[config.mk]
export PLATFORM = sky130hd
export DESIGN_NAME = hazard_ctrl_flat
export DESIGN_NICKNAME = d
export VERILOG_FILES = /design/src/rtl/hazard_if.sv /design/src/rtl/hazard_ctrl.sv /design/src/flat_wrapper.sv
export SDC_FILE = /design/constraint.sdc
export NUM_CORES = 1
export LEC_CHECK = 0
export CORE_MARGIN = 2
export CORE_UTILIZATION = 34
export CTS_CLUSTER_SIZE = 25
export DETAILED_ROUTE_END_ITERATION = 7
export HOLD_SLACK_MARGIN = 0.08
export MAX_ROUTING_LAYER = met4
export PLACE_DENSITY = 0.95
export SLEW_MARGIN = 30
export SYNTH_ARGS = -nofsm -noshare
export SYNTH_HDL_FRONTEND = slang
export SYNTH_SLANG_ARGS = --single-unit
[constraint.sdc]
create_clock -name clk -period 5.5 [get_ports clk]
set_clock_uncertainty 0.05 [all_clocks]
set_input_delay 1.1 -clock clk [delete_from_list [all_inputs] [get_ports clk]]
set_output_delay 1.1 -clock clk [all_outputs]
set_load 0.02 [all_outputs]
[src/rtl/hazard_if.sv]
// Bundle of pipeline-side signals consumed and driven by the hazard controller.
// The pipeline (master) supplies decoded stage info; the controller (slave) returns stall/flush/forward controls.
interface hazard_if;
    logic       id_valid;
    logic [4:0] id_rs;
    logic [4:0] id_rt;
    logic       id_uses_rt;
    logic       id_jump;
    logic [4:0] ex_rs;
    logic [4:0] ex_rt;
    logic       ex_memtoreg;
    logic [4:0] ex_wreg;
    logic       ex_branch_taken;
    logic       ex_mul;
    logic       mem_regwrite;
    logic       wb_regwrite;
    logic [4:0] mem_wreg;
    logic [4:0] wb_wreg;

    logic       stall_pc;
    logic       stall_ifid;
    logic       stall_idex;
    logic       flush_ifid;
    logic       flush_idex;
    logic       flush_exmem;
    logic [1:0] fwd_a;
    logic [1:0] fwd_b;
    logic       mul_busy;
    logic       mul_done;

    modport master (
        output id_valid, id_rs, id_rt, id_uses_rt, id_jump,
        output ex_rs, ex_rt, ex_memtoreg, ex_wreg, ex_branch_taken, ex_mul,
        output mem_regwrite, wb_regwrite, mem_wreg, wb_wreg,
        input  stall_pc, stall_ifid, stall_idex, flush_ifid, flush_idex, flush_exmem,
        input  fwd_a, fwd_b, mul_busy, mul_done
    );

    modport slave (
        input  id_valid, id_rs, id_rt, id_uses_rt, id_jump,
        input  ex_rs, ex_rt, ex_memtoreg, ex_wreg, ex_branch_taken, ex_mul,
        input  mem_regwrite, wb_regwrite, mem_wreg, wb_wreg,
        output stall_pc, stall_ifid, stall_idex, flush_ifid, flush_idex, flush_exmem,
        output fwd_a, fwd_b, mul_busy, mul_done
    );
endinterface

[src/rtl/hazard_ctrl.sv]
// Pipeline hazard controller: load-use stalls, branch/jump flushes, EX forwarding
// and a multi-cycle multiply hold sequencer for the 5-stage MIPS core.
module hazard_ctrl #(
    parameter int MUL_LAT = 4
) (
    input  logic    clk,
    input  logic    rst_n,
    hazard_if.slave hz
);
    localparam int CW = $clog2(MUL_LAT);

    localparam logic [1:0] RUN      = 2'd0;
    localparam logic [1:0] MUL_WAIT = 2'd1;
    localparam logic [1:0] MUL_DONE = 2'd2;

    // The RUN cycle that first sees ex_mul already stalls, so MUL_WAIT only
    // covers the remaining MUL_LAT-2 cycles before the result cycle.
    localparam logic [CW-1:0] CNT_LOAD = (MUL_LAT > 2) ? CW'(MUL_LAT - 3) : '0;

    logic [1:0]    state;
    logic [1:0]    next_state;
    logic [CW-1:0] cnt;
    logic [CW-1:0] next_cnt;
    logic          mul_stall;
    logic          load_use;

    function automatic logic [1:0] fwd_sel(
        input logic       mem_rw,
        input logic [4:0] mem_dst,
        input logic       wb_rw,
        input logic [4:0] wb_dst,
        input logic [4:0] src
    );
        if (mem_rw && mem_dst != 5'd0 && mem_dst == src)
            return 2'b10;
        else if (wb_rw && wb_dst != 5'd0 && wb_dst == src)
            return 2'b01;
        else
            return 2'b00;
    endfunction

    always_comb begin
        next_state = state;
        next_cnt   = cnt;
        case (state)
            RUN: begin
                if (hz.ex_mul) begin
                    if (MUL_LAT <= 2) begin
                        next_state = MUL_DONE;
                    end else begin
                        next_state = MUL_WAIT;
                        next_cnt   = CNT_LOAD;
                    end
                end
            end
            MUL_WAIT: begin
                if (cnt == '0)
                    next_state = MUL_DONE;
                else
                    next_cnt = cnt - CW'(1);
            end
            MUL_DONE: next_state = RUN;
            default:  next_state = RUN;
        endcase
    end

    always_ff @(posedge clk or negedge rst_n) begin
        if (!rst_n) begin
            state <= RUN;
            cnt   <= '0;
        end else begin
            state <= next_state;
            cnt   <= next_cnt;
        end
    end

    assign mul_stall = (state == MUL_WAIT) || (state == RUN && hz.ex_mul);
    assign load_use  = hz.ex_memtoreg && hz.ex_wreg != 5'd0 && hz.id_valid &&
                       (hz.ex_wreg == hz.id_rs || (hz.id_uses_rt && hz.ex_wreg == hz.id_rt));

    // Reset gates every output so an asynchronous reset mid-multiply drops the stalls at once.
    always_comb begin
        hz.stall_pc    = 1'b0;
        hz.stall_ifid  = 1'b0;
        hz.stall_idex  = 1'b0;
        hz.flush_ifid  = 1'b0;
        hz.flush_idex  = 1'b0;
        hz.flush_exmem = 1'b0;
        hz.fwd_a       = 2'b00;
        hz.fwd_b       = 2'b00;
        hz.mul_busy    = 1'b0;
        hz.mul_done    = 1'b0;
        if (rst_n) begin
            hz.fwd_a    = fwd_sel(hz.mem_regwrite, hz.mem_wreg, hz.wb_regwrite, hz.wb_wreg, hz.ex_rs);
            hz.fwd_b    = fwd_sel(hz.mem_regwrite, hz.mem_wreg, hz.wb_regwrite, hz.wb_wreg, hz.ex_rt);
            hz.mul_busy = (state == MUL_WAIT);
            hz.mul_done = (state == MUL_DONE);
            if (mul_stall) begin
                hz.stall_pc    = 1'b1;
                hz.stall_ifid  = 1'b1;
                hz.stall_idex  = 1'b1;
                hz.flush_exmem = 1'b1;
            end else if (hz.ex_branch_taken) begin
                hz.flush_ifid = 1'b1;
                hz.flush_idex = 1'b1;
            end else if (load_use) begin
                hz.stall_pc   = 1'b1;
                hz.stall_ifid = 1'b1;
                hz.flush_idex = 1'b1;
            end else if (hz.id_jump) begin
                hz.flush_ifid = 1'b1;
            end
        end
    end
endmodule

[src/flat_wrapper.sv]
// flat-port wrapper written by rule: the top's interface ports become plain ports
module hazard_ctrl_flat 
#(
    parameter int MUL_LAT = 4
)
  (clk, rst_n, hz_id_valid, hz_id_rs, hz_id_rt, hz_id_uses_rt, hz_id_jump, hz_ex_rs, hz_ex_rt, hz_ex_memtoreg, hz_ex_wreg, hz_ex_branch_taken, hz_ex_mul, hz_mem_regwrite, hz_wb_regwrite, hz_mem_wreg, hz_wb_wreg, hz_stall_pc, hz_stall_ifid, hz_stall_idex, hz_flush_ifid, hz_flush_idex, hz_flush_exmem, hz_fwd_a, hz_fwd_b, hz_mul_busy, hz_mul_done);
  hazard_if hz_i ();
  input  logic clk;
  input  logic rst_n;
  input wire logic [$bits(hz_i.id_valid)-1:0] hz_id_valid;
  input wire logic [$bits(hz_i.id_rs)-1:0] hz_id_rs;
  input wire logic [$bits(hz_i.id_rt)-1:0] hz_id_rt;
  input wire logic [$bits(hz_i.id_uses_rt)-1:0] hz_id_uses_rt;
  input wire logic [$bits(hz_i.id_jump)-1:0] hz_id_jump;
  input wire logic [$bits(hz_i.ex_rs)-1:0] hz_ex_rs;
  input wire logic [$bits(hz_i.ex_rt)-1:0] hz_ex_rt;
  input wire logic [$bits(hz_i.ex_memtoreg)-1:0] hz_ex_memtoreg;
  input wire logic [$bits(hz_i.ex_wreg)-1:0] hz_ex_wreg;
  input wire logic [$bits(hz_i.ex_branch_taken)-1:0] hz_ex_branch_taken;
  input wire logic [$bits(hz_i.ex_mul)-1:0] hz_ex_mul;
  input wire logic [$bits(hz_i.mem_regwrite)-1:0] hz_mem_regwrite;
  input wire logic [$bits(hz_i.wb_regwrite)-1:0] hz_wb_regwrite;
  input wire logic [$bits(hz_i.mem_wreg)-1:0] hz_mem_wreg;
  input wire logic [$bits(hz_i.wb_wreg)-1:0] hz_wb_wreg;
  output wire logic [$bits(hz_i.stall_pc)-1:0] hz_stall_pc;
  output wire logic [$bits(hz_i.stall_ifid)-1:0] hz_stall_ifid;
  output wire logic [$bits(hz_i.stall_idex)-1:0] hz_stall_idex;
  output wire logic [$bits(hz_i.flush_ifid)-1:0] hz_flush_ifid;
  output wire logic [$bits(hz_i.flush_idex)-1:0] hz_flush_idex;
  output wire logic [$bits(hz_i.flush_exmem)-1:0] hz_flush_exmem;
  output wire logic [$bits(hz_i.fwd_a)-1:0] hz_fwd_a;
  output wire logic [$bits(hz_i.fwd_b)-1:0] hz_fwd_b;
  output wire logic [$bits(hz_i.mul_busy)-1:0] hz_mul_busy;
  output wire logic [$bits(hz_i.mul_done)-1:0] hz_mul_done;
  assign hz_i.id_valid = hz_id_valid;
  assign hz_i.id_rs = hz_id_rs;
  assign hz_i.id_rt = hz_id_rt;
  assign hz_i.id_uses_rt = hz_id_uses_rt;
  assign hz_i.id_jump = hz_id_jump;
  assign hz_i.ex_rs = hz_ex_rs;
  assign hz_i.ex_rt = hz_ex_rt;
  assign hz_i.ex_memtoreg = hz_ex_memtoreg;
  assign hz_i.ex_wreg = hz_ex_wreg;
  assign hz_i.ex_branch_taken = hz_ex_branch_taken;
  assign hz_i.ex_mul = hz_ex_mul;
  assign hz_i.mem_regwrite = hz_mem_regwrite;
  assign hz_i.wb_regwrite = hz_wb_regwrite;
  assign hz_i.mem_wreg = hz_mem_wreg;
  assign hz_i.wb_wreg = hz_wb_wreg;
  assign hz_stall_pc = hz_i.stall_pc;
  assign hz_stall_ifid = hz_i.stall_ifid;
  assign hz_stall_idex = hz_i.stall_idex;
  assign hz_flush_ifid = hz_i.flush_ifid;
  assign hz_flush_idex = hz_i.flush_idex;
  assign hz_flush_exmem = hz_i.flush_exmem;
  assign hz_fwd_a = hz_i.fwd_a;
  assign hz_fwd_b = hz_i.fwd_b;
  assign hz_mul_busy = hz_i.mul_busy;
  assign hz_mul_done = hz_i.mul_done;
  hazard_ctrl #(.MUL_LAT(MUL_LAT)) u_core (.clk(clk), .rst_n(rst_n), .hz(hz_i));
endmodule
==> results of run 1 <==
power by group through the flow:
stage / logic [mW] / registers (mW) / clock network (mW)
floorplan: 0.106 / 0.0543 / 0
global placement: 0.177 / 0.0577 / 0
detailed placement: 0.188 / 0.0596 / 0
CTS: 0.189 / 0.0590 / 0.0376
finish: 0.188 / 0.0592 / 0.0362
global route: 0.206 / 0.0619 / 0.0385
through the flow:
stage	power [mW]	setup WS [ns]	hold WS (ns)
after global placement	0.235	1.07	0.438
after floorplan	0.160	1.99	0.423
after global routing	0.307	0.866	0.514
after CTS	0.286	0.996	0.479
final	0.283	0.994	0.474
after detailed placement	0.248	0.990	0.468
sequential cells by signal, summed over array words and instances, names as in the netlist:
register / flops
u_core.state: 2
u_core.cnt: 2
worst max path at each step:
stage                   to  cells after the start
5_1_grt        hz_fwd_b[0]                      5
4_1_cts        hz_fwd_b[0]                      5
3_3_place_gp   hz_fwd_b[0]                      5
6_report       hz_fwd_b[0]                      5
3_5_place_dp   hz_fwd_b[0]                      5
2_1_floorplan  hz_fwd_a[0]                      4
layout by cell type, fill, tap and decap left out:
master	instances
sky130_fd_sc_hd__clkdlybuf4s50_1	56
sky130_fd_sc_hd__xor2_1	23
sky130_fd_sc_hd__xnor2_1	7
sky130_fd_sc_hd__or4_1	5
sky130_fd_sc_hd__nor2_1	5
sky130_fd_sc_hd__inv_1	4
sky130_fd_sc_hd__dfrtp_1	4
sky130_fd_sc_hd__nand3_1	3
sky130_fd_sc_hd__nor4_1	3
sky130_fd_sc_hd__nor3b_1	3
sky130_fd_sc_hd__or3_1	3
sky130_fd_sc_hd__clkbuf_4	3
sky130_fd_sc_hd__o211ai_1	2
sky130_fd_sc_hd__nor4_2	2
sky130_fd_sc_hd__and2_1	2
sky130_fd_sc_hd__o21ai_0	2
sky130_fd_sc_hd__o21ai_2	1
sky130_fd_sc_hd__o21bai_1	1
sky130_fd_sc_hd__nand2_1	1
sky130_fd_sc_hd__nor3_1	1
sky130_fd_sc_hd__a32oi_1	1
sky130_fd_sc_hd__o31ai_1	1
sky130_fd_sc_hd__or2_1	1
sky130_fd_sc_hd__o21a_1	1
sky130_fd_sc_hd__o22ai_1	1
sky130_fd_sc_hd__mux2i_1	1
sky130_fd_sc_hd__a22o_1	1
sky130_fd_sc_hd__a22oi_1	1
sky130_fd_sc_hd__ha_1	1
metal layers:
metal	GRT usage	share of wire	up-vias
li1	-	-	412
met1	0.215	0.36	387
met2	0.404	0.55	57
met3	0.0460	0.078	4
met4	0.0857	0.012	0
met5	-	0	-
worst max-delay path: cells and delay by family:
family                 cells  cell delay [ns]
buffers and inverters      2             1.35
and+or+nand+nor            2             0.74
AOI/OAI and AO/OA          1             0.16
cell type report:
| class | count | area share |
|---|---|---|
| multi-input cells | 73 | 0.432 |
| well taps | 27 | 0.0262 |
| repair buffers | 56 | 0.435 |
| clock buffers | 3 | 0.0175 |
| inverters | 4 | 0.0117 |
| flip-flops and latches | 4 | 0.0777 |
logic make-up after synthesis:
family	count (synthesis)	synth area share
simple gates	29	0.268
fa+ha+maj	1	0.0182
compound gates	12	0.128
xor+xnor	30	0.383
buf+inv	6	0.0437
flops	4	0.146
mux	1	0.0146
==> reports/qor.csv, run 1 <==
metric,value,unit
run status,finished clean,
root cell of the clock tree,sky130_fd_sc_hd__clkbuf_4,
cell type contributing the most total cell area after synthesis,sky130_fd_sc_hd__xor2_1,
Worst setup SP type,primary input,
Hold Path Origin,u_core.cnt[1],
horizontal extent of the die,48.9,µm
routed wire length per instance,14.2,µm
count of yosys warnings during synthesis,0,
sort of element at the end of the critical path,output port,
sequential power share,0.209,
fin util,0.664,
diode count,0,
worst r2r path cells,5,
row count,16,
average vias per placed instance,5.15,
CTS hold repair buffers,0,
top cells by area in the synthesized netlist,"sky130_fd_sc_hd__xor2_1, sky130_fd_sc_hd__dfrtp_1, sky130_fd_sc_hd__xnor2_1",
most instantiated library cell after synthesis,sky130_fd_sc_hd__xor2_1,
wire length of the first global-routing pass,3880,µm
TritonCTS Buffers,3,
min cycle time layout,4.51,ns
filler instances,163,
Final Cell Area,1290,µm²
total of flip-flops plus latches after synthesis,4,
area of the multi-input gates,557,µm²
cell with the largest stage delay on the worst path,sky130_fd_sc_hd__clkdlybuf4s50_1,
switching power,0.116,mW
DRT Pass-1 Iters,4,
most frequent cell on the critical path,sky130_fd_sc_hd__clkdlybuf4s50_1,
setup repair after global routing missed its margin,false,
timing startpoint of the critical path,rst_n,
count of nets after finishing,188,
synthesized area,687,µm²
Setup TNS,0,ns
Comb power frac,0.663,
"Data required, critical path",4.35,ns
Net Sw Frac,0.410,
Slowest Stage Delay on Critical Path,0.70,ns
number of ports placed on the die boundary,57,
antenna violations before repair,0,
Crit Path Class,primary input to output port,
total via count in the routed design,860,
starting density of the core,0.354,
main flop type after synthesis,sky130_fd_sc_hd__dfrtp_1,
violation count after the first detailed-routing iteration,6,
worst-path maximum fanout,10,
total global routing overflow,0,
Port Buffers,56,
detailed placement HPWL,2120,µm
Final Hold Violating Endpoints,0,
die height,48.9,µm
worst-case register-to-register setup slack,4.16,ns
level count of the clock H-tree,1,
CP Data Arrival Time,3.36,ns
final weighted congestion in routability-driven placement,0.881,
critical register-to-register path endpoint,u_core.cnt[1],
critical path cell sequence,"clkdlybuf4s50_1, o211ai_1, or4_1, nor4_2, clkdlybuf4s50_1",
setup fix buffers added after clock tree synthesis,0,
clock slew at reported path FFs,0.03,ns
top cells by instance count after synthesis,"sky130_fd_sc_hd__xor2_1, sky130_fd_sc_hd__xnor2_1, sky130_fd_sc_hd__nor2_1, sky130_fd_sc_hd__or4_1",
clock tree buffer depth,2,
Internal,0.167,mW
sequential fraction of the synthesis area,0.146,
Clock Power Share,0.128,
die area,2400,µm²
synthesized netlist net count,129,
CORE AREA,1940,µm²
maximum vdd ir drop,176,µV
Hold Path Class,register to register,
leakage power figure,0.482,nW
sink count of the clock tree,4,
"count of placed standard cells in the final layout, fillers left out",167,
number of synthesized flops with an enable pin,0,
Synth cell types,28,
worst hold path depth,1,
area share of the leading cell type in the synthesized netlist,0.293,
share of cells above drive strength 1,0.0429,
post-CTS resize count,0,
fin. max-slew vios,0,
Inst Count DP,164,
Area Growth Syn to Fin,87.6,%
DRC violations left,0,
RR Startpoint,u_core.cnt[0],
Final ANT Viol Nets,0,
Async SR Flop Fraction,1.00,
via count of the first global-routing pass,915,
post-place instance area,1270,µm²
slew at the pin with the worst max-slew slack,0.426,ns
Final Cycle Share,0.819,
total global routing track utilization,0.215,
Max-slew headroom,0.713,
cell count after synthesis,83,
worst hold endpoint,u_core.cnt[1],
latest clock arrival within the worst-skew pair,0.24,ns
upper clock frequency limit,0.222,GHz
Final setup violation count,0,
drt total wl,2370,µm
synthesized area per cell,8.28,µm²
maxcap violations,0,
power density relative to cell area,220,nW/µm²
area taken by flip-flops and latches,100,µm²
TritonCTS clock tree,done,
largest net degree at the start of global routing,11,
(Power assumes the default switching activity.)
==> run 2: changes to the inputs <==
- CORE_UTILIZATION: 34 -> 29
- PLACE_DENSITY: 0.95 -> 0.87
- clock period: 5.5 -> 3.75 ns (I/O delays scaled with it)
==> run 2 against run 1 <==
  * Clock power increased by 44%
  * Clock-buffer cell count is the same
  * Critical path depth is 1 higher
  * Combinational power is 55% higher
  * Sequential cell count unchanged
  * Die area rose by 16%
  * Critical endpoint unchanged
==> reports/qor.csv, run 2 (synthesis results as in run 1) <==
metric,value,unit
run status,finished clean,
Port Buffers,56,
die height,52.7,µm
largest net degree at the start of global routing,9,
critical path's top delay family,buffers and inverters,
DRC violations left,0,
Final Hold Violating Endpoints,0,
total global routing track utilization,0.193,
drt total wl,2470,µm
via count of the first global-routing pass,926,
Final setup violation count,0,
level count of the clock H-tree,1,
clock slew at reported path FFs,0.04,ns
grt met1 use,0.171,
worst hold path depth,1,
"commonest non-fill, non-tap cell in the layout",sky130_fd_sc_hd__clkdlybuf4s50_1,
most frequent cell on the critical path,sky130_fd_sc_hd__clkdlybuf4s50_1,
RR Startpoint,u_core.cnt[1],
average vias per placed instance,4.97,
critical register-to-register path endpoint,u_core.cnt[1],
sort of element at the end of the critical path,output port,
total global routing overflow,0,
share of cells above drive strength 1,0.101,
CORE AREA,2230,µm²
die area,2770,µm²
worst r2r path cells,5,
fin. max-slew vios,0,
Hold Path Origin,u_core.cnt[1],
met3 usage in global routing,0.0314,
cell with the largest stage delay on the worst path,sky130_fd_sc_hd__clkdlybuf4s50_1,
maximum vdd ir drop,233,µV
number of ports placed on the die boundary,57,
worst-case register-to-register setup slack,2.40,ns
biggest regs,"u_core.cnt x2, u_core.state x2",
worst hold endpoint,u_core.cnt[1],
busiest grt layer,met2,
Worst setup SP type,primary input,
Area Growth Syn to Fin,98.0,%
CTS hold repair buffers,0,
Hold Path Class,register to register,
setup repair after global routing missed its margin,false,
highest-count cells in the layout ignoring fill and taps,"sky130_fd_sc_hd__clkdlybuf4s50_1, sky130_fd_sc_hd__xor2_1, sky130_fd_sc_hd__buf_4",
DRT Pass-1 Iters,4,
power density relative to cell area,316,nW/µm²
maxcap violations,0,
clock tree buffer depth,2,
root cell of the clock tree,sky130_fd_sc_hd__clkbuf_4,
Final Cycle Share,0.985,
"Buf+Inv Stages, Crit Path",2,
Final ANT Viol Nets,0,
starting density of the core,0.308,
upper clock frequency limit,0.271,GHz
routed wire length per instance,13.9,µm
Max-slew headroom,0.724,
min cycle time layout,3.69,ns
TritonCTS Buffers,3,
worst-path maximum fanout,2,
critical path cell sequence,"clkdlybuf4s50_1, or4_1, o21ai_2, nor4_1, nor4_2, clkdlybuf4s50_1",
TritonCTS clock tree,done,
slew at the pin with the worst max-slew slack,0.410,ns
final hold slack,0.470,ns
leakage power figure,0.544,nW
diode count,0,
final weighted congestion in routability-driven placement,0.776,
met2 layer usage reported by global route,0.400,
sink count of the clock tree,4,
Slowest Stage Delay on Critical Path,0.63,ns
antenna violations before repair,0,
Setup TNS,0,ns
wire length of the first global-routing pass,3740,µm
Crit Path Class,primary input to output port,
latest clock arrival within the worst-skew pair,0.23,ns
count of nets after finishing,197,
horizontal extent of the die,52.7,µm
total via count in the routed design,880,
violation count after the first detailed-routing iteration,1,
detailed placement HPWL,2220,µm
row count,17,
CP Data Arrival Time,2.89,ns
"Data required, critical path",2.95,ns
==> run 2: layout make-up <==
| cell class | count | area (µm²) |
|---|---|---|
| timing repair buffer | 65 | 631 |
| inverter | 4 | 15.0 |
| sequential | 4 | 100 |
| tap | 28 | 35.0 |
| fill | 204 | 873 |
| multi-input combinational | 73 | 557 |
| clock buffer | 3 | 22.5 |
==> run 2: power breakdown <==
part,internal [mW],switching [mW],leakage [nW]
registers,0.0635,0.0222,0.0486
logic,0.159,0.133,0.482
clock network,0.0357,0.0165,0.0138
total,0.258,0.171,0.544
==> run 2: routing by layer <==
metal / vias up / share of wire / wire [µm]
met5: - / 0 / 0
li1: 429 / - / -
met3: 4 / 0.079 / 196
met2: 50 / 0.57 / 1400
met4: 0 / 0.0093 / 23
met1: 397 / 0.34 / 844
==> run 2: worst max-delay path by stage <==
stage          slack (ns)           start            end  depth (start not counted)
2_1_floorplan        0.94  hz_mem_wreg[0]    hz_fwd_a[0]                          4
3_3_place_gp         0.14  hz_mem_wreg[0]    hz_fwd_a[0]                          6
3_5_place_dp         0.05  hz_mem_wreg[0]    hz_fwd_a[0]                          6
4_1_cts              0.04  hz_mem_wreg[3]    hz_fwd_a[0]                          6
5_1_grt              0.02   hz_ex_wreg[1]  hz_flush_ifid                          6
6_report             0.06  hz_mem_wreg[3]    hz_fwd_b[0]                          6
==> run 2: timing repair <==
item	in CTS	in global routing
setup buffers	0	0
endpoints found under the setup margin	0	1
gates resized for setup	0	1
==> run 2: stage by stage <==
stage	util	setup WS (ns)	power (mW)	std cells	cell area, µm²
5_1_grt	0.609	0.0172	0.464	177	1360
2_1_floorplan	-	0.943	0.235	83	687
3_5_place_dp	0.598	0.0507	0.379	174	1340
3_3_place_gp	0.598	0.136	0.363	174	1340
4_1_cts	0.608	0.0415	0.434	177	1360
6_report	0.609	0.0580	0.430	177	1360
